## src/rtl/fixed_point_pkg.sv

```systemverilog
// rtl/fixed_point_pkg.sv - shared fixed-point widths and divider state encoding
package fixed_point_pkg;

   localparam int INT_W_DEF  = 8;
   localparam int FRAC_W_DEF = 8;
   localparam int W_DEF      = INT_W_DEF + FRAC_W_DEF;
   localparam int N_DEF      = W_DEF + FRAC_W_DEF;

   typedef enum logic [1:0] {
      IDLE = 2'd0,
      CALC = 2'd1,
      DONE = 2'd2
   } div_state_t;

endpackage

```

## src/rtl/fixed_div_step.sv

```systemverilog
// rtl/fixed_div_step.sv - one restoring-division compare/subtract step
module fixed_div_step #(
   parameter int W = 16
) (
   input  logic [W:0]   rem_shift,
   input  logic [W-1:0] divisor,
   output logic [W-1:0] rem_next,
   output logic         qbit
);

   assign qbit = (rem_shift >= {1'b0, divisor});

   // The true difference is below divisor, so W-bit modular subtraction is exact.
   assign rem_next = qbit ? (rem_shift[W-1:0] - divisor) : rem_shift[W-1:0];

endmodule

```

## src/rtl/fixed_divider.sv

```systemverilog
// rtl/fixed_divider.sv - sequential unsigned fixed-point divider, optional rounding via FIXED_DIV_ROUND_EN
module fixed_divider
   import fixed_point_pkg::*;
#(
   parameter int INT_W  = INT_W_DEF,
   parameter int FRAC_W = FRAC_W_DEF
) (
   input  logic                    clk,
   input  logic                    rst_n,
   input  logic                    start,
   input  logic [INT_W+FRAC_W-1:0] num1,
   input  logic [INT_W+FRAC_W-1:0] num2,
   output logic                    busy,
   output logic                    done,
   output logic [INT_W+FRAC_W-1:0] result,
   output logic                    overflow,
   output logic                    div_zero
);

   localparam int W = INT_W + FRAC_W;
   localparam int N = W + FRAC_W;
`ifdef FIXED_DIV_ROUND_EN
   localparam int ITER = N + 1;
`else
   localparam int ITER = N;
`endif
   localparam int CW = $clog2(ITER);

   div_state_t       state;
   logic [ITER-1:0]  num_sh;
   logic [W-1:0]     div;
   logic [W-1:0]     rem;
   logic [ITER-2:0]  quo;
   logic [CW-1:0]    cnt;

   logic [W:0]       rem_shift;
   logic [W-1:0]     rem_next;
   logic             qbit;
   logic [ITER-1:0]  quo_next;
   logic [N-1:0]     q_int;
   logic             guard;
   logic [W:0]       rounded;

   assign rem_shift = {rem, num_sh[ITER-1]};
   assign quo_next  = {quo, qbit};

`ifdef FIXED_DIV_ROUND_EN
   assign q_int = quo_next[ITER-1:1];
   assign guard = quo_next[0];
`else
   assign q_int = quo_next;
   assign guard = 1'b0;
`endif

   assign rounded = {1'b0, q_int[W-1:0]} + {{W{1'b0}}, guard};

   fixed_div_step #(.W(W)) u_step (
      .rem_shift (rem_shift),
      .divisor   (div),
      .rem_next  (rem_next),
      .qbit      (qbit)
   );

   always_ff @(posedge clk or negedge rst_n) begin
      if (!rst_n) begin
         state    <= IDLE;
         num_sh   <= '0;
         div      <= '0;
         rem      <= '0;
         quo      <= '0;
         cnt      <= '0;
         busy     <= 1'b0;
         done     <= 1'b0;
         result   <= '0;
         overflow <= 1'b0;
         div_zero <= 1'b0;
      end else begin
         done <= 1'b0;
         case (state)
            IDLE: begin
               if (start) begin
                  if (num2 == '0) begin
                     state    <= DONE;
                     done     <= 1'b1;
                     result   <= '1;
                     overflow <= 1'b1;
                     div_zero <= 1'b1;
                  end else begin
                     state  <= CALC;
                     busy   <= 1'b1;
                     num_sh <= {num1, {(ITER-W){1'b0}}};
                     div    <= num2;
                     rem    <= '0;
                     quo    <= '0;
                     cnt    <= CW'(ITER-1);
                  end
               end
            end
            CALC: begin
               num_sh <= num_sh << 1;
               rem    <= rem_next;
               quo    <= quo_next[ITER-2:0];
               cnt    <= cnt - 1'b1;
               // Final bit: results are taken from the next-state quotient so they line up with done.
               if (cnt == '0) begin
                  state    <= DONE;
                  busy     <= 1'b0;
                  done     <= 1'b1;
                  result   <= rounded[W-1:0];
                  overflow <= (|q_int[N-1:W]) | rounded[W];
                  div_zero <= 1'b0;
               end
            end
            DONE: begin
               state <= IDLE;
            end
            default: begin
               state <= IDLE;
               busy  <= 1'b0;
            end
         endcase
      end
   end

endmodule

```

## config.mk

```make
export PLATFORM = sky130hd
export DESIGN_NAME = fixed_divider
export DESIGN_NICKNAME = d
export VERILOG_FILES = /design/src/rtl/fixed_point_pkg.sv /design/src/rtl/fixed_div_step.sv /design/src/rtl/fixed_divider.sv
export SDC_FILE = /design/constraint.sdc
export NUM_CORES = 1
export LEC_CHECK = 0
export BUFFER_PORTS_ARGS = -buffer_cell sky130_fd_sc_hd__buf_2
export CAP_MARGIN = 30
export CORE_MARGIN = 2
export CORE_UTILIZATION = 45
export DETAILED_ROUTE_END_ITERATION = 16
export PLACE_DENSITY_LB_ADDON = 0.1
export REMOVE_ABC_BUFFERS = 1
export SLEW_MARGIN = 10
export SYNTH_ARGS = -nofsm -noshare
export SYNTH_HDL_FRONTEND = slang
export SYNTH_SLANG_ARGS = --single-unit
```

## constraint.sdc

```tcl
create_clock -name clk -period 3.5 [get_ports clk]
set_clock_uncertainty 0.2 [all_clocks]
set_input_delay 0.35 -clock clk [delete_from_list [all_inputs] [get_ports clk]]
set_output_delay 0.35 -clock clk [all_outputs]
set_load 0.1 [all_outputs]
```

**After elaboration in Yosys (flattened, before gate mapping)**

Index checks and enable logic that the tools add are counted.

- $add $sub $neg: 2
- Multipliers: 0
- Divide/modulo/power cells: 0
- Magnitude comparators: 1
- Eq/ne operators: 6
- Shift-type cells: 0
- Multiplexer cells: 34
- Bitwise operators: 2
- Reduce and logical (&&, ||, !) cells: 10

Operator list:

| cell | number |
|---|---|
| $mux W16 | 6 |
| $pmux W16 S2 | 2 |
| $mux W24 | 2 |
| $pmux W24 S2 | 1 |
| $mux W23 | 2 |
| $pmux W23 S2 | 1 |
| $ge A17 B16 Y1 | 1 |
| $logic_not A16 Y1 | 1 |
| $sub A16 B16 Y16 | 1 |
| $mux W5 | 2 |
| $pmux W5 S2 | 1 |
| $mux W1 | 9 |
| $ne A2 B2 Y1 const B | 4 |
| $reduce_and A4 Y1 | 2 |
| $reduce_or A8 Y1 | 1 |
| $mux W2 | 3 |
| $pmux W1 S2 | 3 |
| $reduce_and A3 Y1 | 2 |
| $logic_not A5 Y1 | 1 |
| $sub A5 B1 Y5 const B | 1 |
| $pmux W2 S2 | 1 |
| $pmux W1 S3 | 1 |
| $eq A2 B1 Y1 const B | 1 |
| $eq A2 B2 Y1 const B | 1 |
| other kinds (4) | 5 |

- Register bits after elaboration: 106
- Bits in latches: 0
- Memory bits (writable): 0
- Memory bits (read-only): 0
- Memories: 0

**Logic depth before layout (Yosys ltp)**

- Word-level depth: 4
- Gate-level depth with buffers: 10

**Hierarchy**

A second synthesis with hierarchy kept.

- Cells, all modules: 434
- Area total of the unflattened synthesis: 5037.3 um^2

Modules (own cells, without submodules):

| module | instances | cells an instance | area each (um^2) |
|---|---|---|---|
| fixed_divider | 1 | 278 | 3872.5 |
| fixed_div_step | 1 | 156 | 1164.9 |

**Worst setup path before layout**

OpenSTA, ideal clock, no wires.

- Kind: reg2reg
- Start: register num_sh[23]
- End: register rem[14]
- Library setup time: 0.067 ns
- Arrival time: 2.329 ns
- Required time: 3.233 ns
- Slack: 0.904 ns
- Stages on the path, launching flop included: 11
- Cells stage by stage: dfrtp_1 > inv_1 > ha_1 > fa_1 > nor2b_4 > o31a_1 > o2111ai_2 > nand3b_2 > mux2_4 > or4_1 > nand2_1

- Longest elaborated chain between the ends: 3
- Elaborated cells on any way between the ends: 4
- Those cells by class: 1 x add/sub; 1 x order compare; 2 x mux

Ends and longest elaborated chain:

| what | RTL line | source |
|---|---|---|
| start: declaration | fixed_divider.sv:30 | `logic [ITER-1:0] num_sh;` |
| start signal: assignment | fixed_divider.sv:91 | `num_sh <= {num1, {(ITER-W){1'b0}}};` |
| start signal: assignment | fixed_divider.sv:100 | `num_sh <= num_sh << 1;` |
| $sub A16 B16 Y16 / $ge A17 B16 Y1 (equally long branches) | fixed_div_step.sv:14, fixed_div_step.sv:11 |  |
| $mux W16 (*) | fixed_div_step.sv:14 | `assign rem_next = qbit ? (rem_shift[W-1:0] - divisor) : rem_shift[W-1:0];` |
| $pmux W16 S2 (*) | fixed_divider.sv:79 | `case (state)` |
| end signal: assignment | fixed_divider.sv:101 | `rem <= rem_next;` |
| end: declaration | fixed_divider.sv:32 | `logic [W-1:0] rem;` |

Mark *: on every way between the ends. The rest lies on a longest branch, timed or not.
A chain may end at the register's enable or synchronous reset.

**Worst setup path in the final report**

- Start: register div[1]
- End: register rem[0]

- Longest elaborated chain between the ends: 3

Ends and longest elaborated chain:

| what | RTL line | source |
|---|---|---|
| start: declaration | fixed_divider.sv:31 | `logic [W-1:0] div;` |
| start signal: assignment | fixed_divider.sv:92 | `div <= num2;` |
| $ge A17 B16 Y1 | fixed_div_step.sv:11 | `assign qbit = (rem_shift >= {1'b0, divisor});` |
| $mux W16 | fixed_div_step.sv:14 |  |
| $pmux W16 S2 | fixed_divider.sv:79 |  |

No other way between the ends.

==> results.toml <==
[worst_setup_path]
rrSetupSlack_ps = 630
worstPathArrival_ps = 2980
cp_top_family = "simple AND/OR/NAND/NOR gates"
crit_fanout = 23
worstSetupStartpointType = "flip-flop"
rr_worst_depth = 9
path_cells = "inv_1, ha_1, nor2b_1, o2111a_1, or4b_1, nand2_1, a21o_4, mux2_2, o21ai_0"
slowest_delay_ps = 500
worstSetupPathType = "flip-flop to flip-flop"
cp_data_required_time_ps = 3610
r2r-end = "rem[0]"
cp.buffers_inverters = 1
r2r-start = "div[1]"
endpoint_kind = "flip-flop"
cp_slowest_cell = "or4b_1"

[cts]
h-tree-depth = 3
worst_skew_pair.late_latency_ps = 380
numCtsBuffers = 9
clk_pin_slew_ps = 90
post_cts_buffers = 0
cts.sinks = 98
cts_tree = "done"
cts-root-buf = "clkbuf_8"
clock_path_buffers = 2

[worst_hold_path]
holdPathStages = 2
whs_endpoint = "num_sh[8]"
hold_path_class = "input pin to flip-flop"
min_from = "num1[0]"

[final_layout]
drive_gt1_frac = 0.159
syn_to_final_growth_pct = 16.4
fin_nets = 628
antenna_cells = 0

[global_route]
grt_max_degree = 60
first_global_vias = 3806
grt_first_pass_wirelength_mm = 18.1
antenna_found_initial = 0
grt_usage = 0.200
grt_overflow = 0

[sta]
hold_slack_ps = 15.3
final_max_slew_viol_count = 0
fin_crit_ps = 2870
max_clock_freq_mhz = 348
tightest_slew_ps = 756
setup_viol = 0
setup_tns_ps = 0
finalHoldViolations = 0
timing.final.crit_share = 0.821
rsz0062_at_grt = "no"
max_slew_margin = 0.496

[route]
first_pass_iters = 4
vias = 3824
drtIter0Drc = 144
wl_mm = 10.5
wl_per_cell_um = 14.6
viasPerCell = 5.34
drc = 0
ant_nets = 0

[synth]
synth_warnings = 0
synth_edf_count = 0
synthDistinctLibCells = 55
synthCells = 509
synth_area_um2 = 4830
async_flop_share = 1.00
synth-seq-cells = 98
ys_seq_area_frac = 0.507
synth_ff_type = "dfrtp_1"
syn_area_per_cell_um2 = 9.50

[die]
die-area_um2 = 11600
coreArea_um2 = 10400
start_util = 0.466
rows = 37
die_x_um = 108
dieHeight_um = 108
ios = 55

[place]
hpwl_mm = 6.77
portBuffers = 54
place.gp.congestion = 0.878

[job]
maxCapViolCount = 0

[run_status]
status = "finished clean"
## layer usage
layer / track usage / vias to the layer above / part of all wire / wire length [um]
met5: 0 / - / 0 / 0
met4: 0.101 / 0 / 0.024 / 252
met3: 0.0309 / 16 / 0.025 / 257
met2: 0.309 / 54 / 0.46 / 4830
met1: 0.272 / 1846 / 0.49 / 5130
li1: - / 1908 / - / -
## flip-flops by register name, summed over array words and instances, names as in the netlist
signal	count
busy	1
cnt	5
div	16
div_zero	1
done	1
num_sh	16
overflow	1
quo	23
rem	16
result	16
state	2
## repair_timing
action | in CTS | in global routing
gates resized for setup | 0 | 0
hold endpoints to repair | 77 | 0
hold buffers | 20 | 0
## cell families (layout without fill, tap and decap cells)
logic type | count (synthesis) | count (layout) | share of synthesized area
AOI/OAI and AO/OA | 139 | 139 | 0.181
xor gates and xnor gates | 15 | 15 | 0.0272
adders and majority gates | 18 | 18 | 0.0481
buffers and inverters | 47 | 118 | 0.0414
DFF | 98 | 98 | 0.507
muxes | 13 | 13 | 0.0287
and+or+nand+nor | 179 | 179 | 0.166
## placed cells by master (no fill, tap or decap), types with 13 or more instances in the layout
cell type,n
inv_1,19
a31oi_1,22
ha_1,17
o21ai_0,51
dlygate4sd3_1,20
buf_2,53
nor2_1,30
nand2_1,101
o22a_1,16
dfrtp_1,98
a21oi_1,13
## synthesized netlist by cell type (all sizes together) (6+ instances only)
| master | instances | share of area |
|---|---|---|
| o21ai | 60 | 0.062 |
| nand2 | 101 | 0.078 |
| a31oi | 22 | 0.028 |
| a21oi | 14 | 0.015 |
| a21o | 6 | 0.011 |
| ha | 17 | 0.044 |
| xor2 | 9 | 0.016 |
| clkbuf | 24 | 0.021 |
| dfrtp | 98 | 0.51 |
| xnor2 | 6 | 0.011 |
| mux2i | 9 | 0.019 |
| nand3 | 8 | 0.0083 |
| and3 | 6 | 0.0080 |
| inv | 19 | 0.015 |
| nor2 | 32 | 0.025 |
| o22a | 16 | 0.029 |
| nor4 | 7 | 0.0091 |
## how the worst max path moves through the flow
stage                        from     end  slack (ps)  depth (start not counted)
after floorplan           num2[0]  div[0]         650                          5
after global placement     rem[5]  rem[1]         690                          8
after detailed placement   rem[5]  rem[0]         640                          8
after CTS                  div[1]  rem[0]         600                          9
after global routing       div[1]  rem[0]         430                          9
final                      div[1]  rem[0]         630                          9
## metrics by stage
step	setup WS, ps	instance area (um2)	utilization	cells
CTS	598	5600	0.540	715
finish	628	5620	0.542	716
detailed placement	635	5230	0.504	679
floorplan	654	4700	-	481
global placement	689	5230	0.504	679
global route	430	5620	0.542	716
## area by class of cell
class                   count  area, um2
fillers                   972       4750
flip-flops and latches     98       2450
multi-input cells         364       2190
repair buffers             83        566
well taps                 136        170
clock buffers              11        141
inverters                  19       71.3
clock inverters             5       37.5
Power is left out: the tool's default activity adds up to more than one toggle a clock period on the data nets, which glitch-free logic cannot reach.
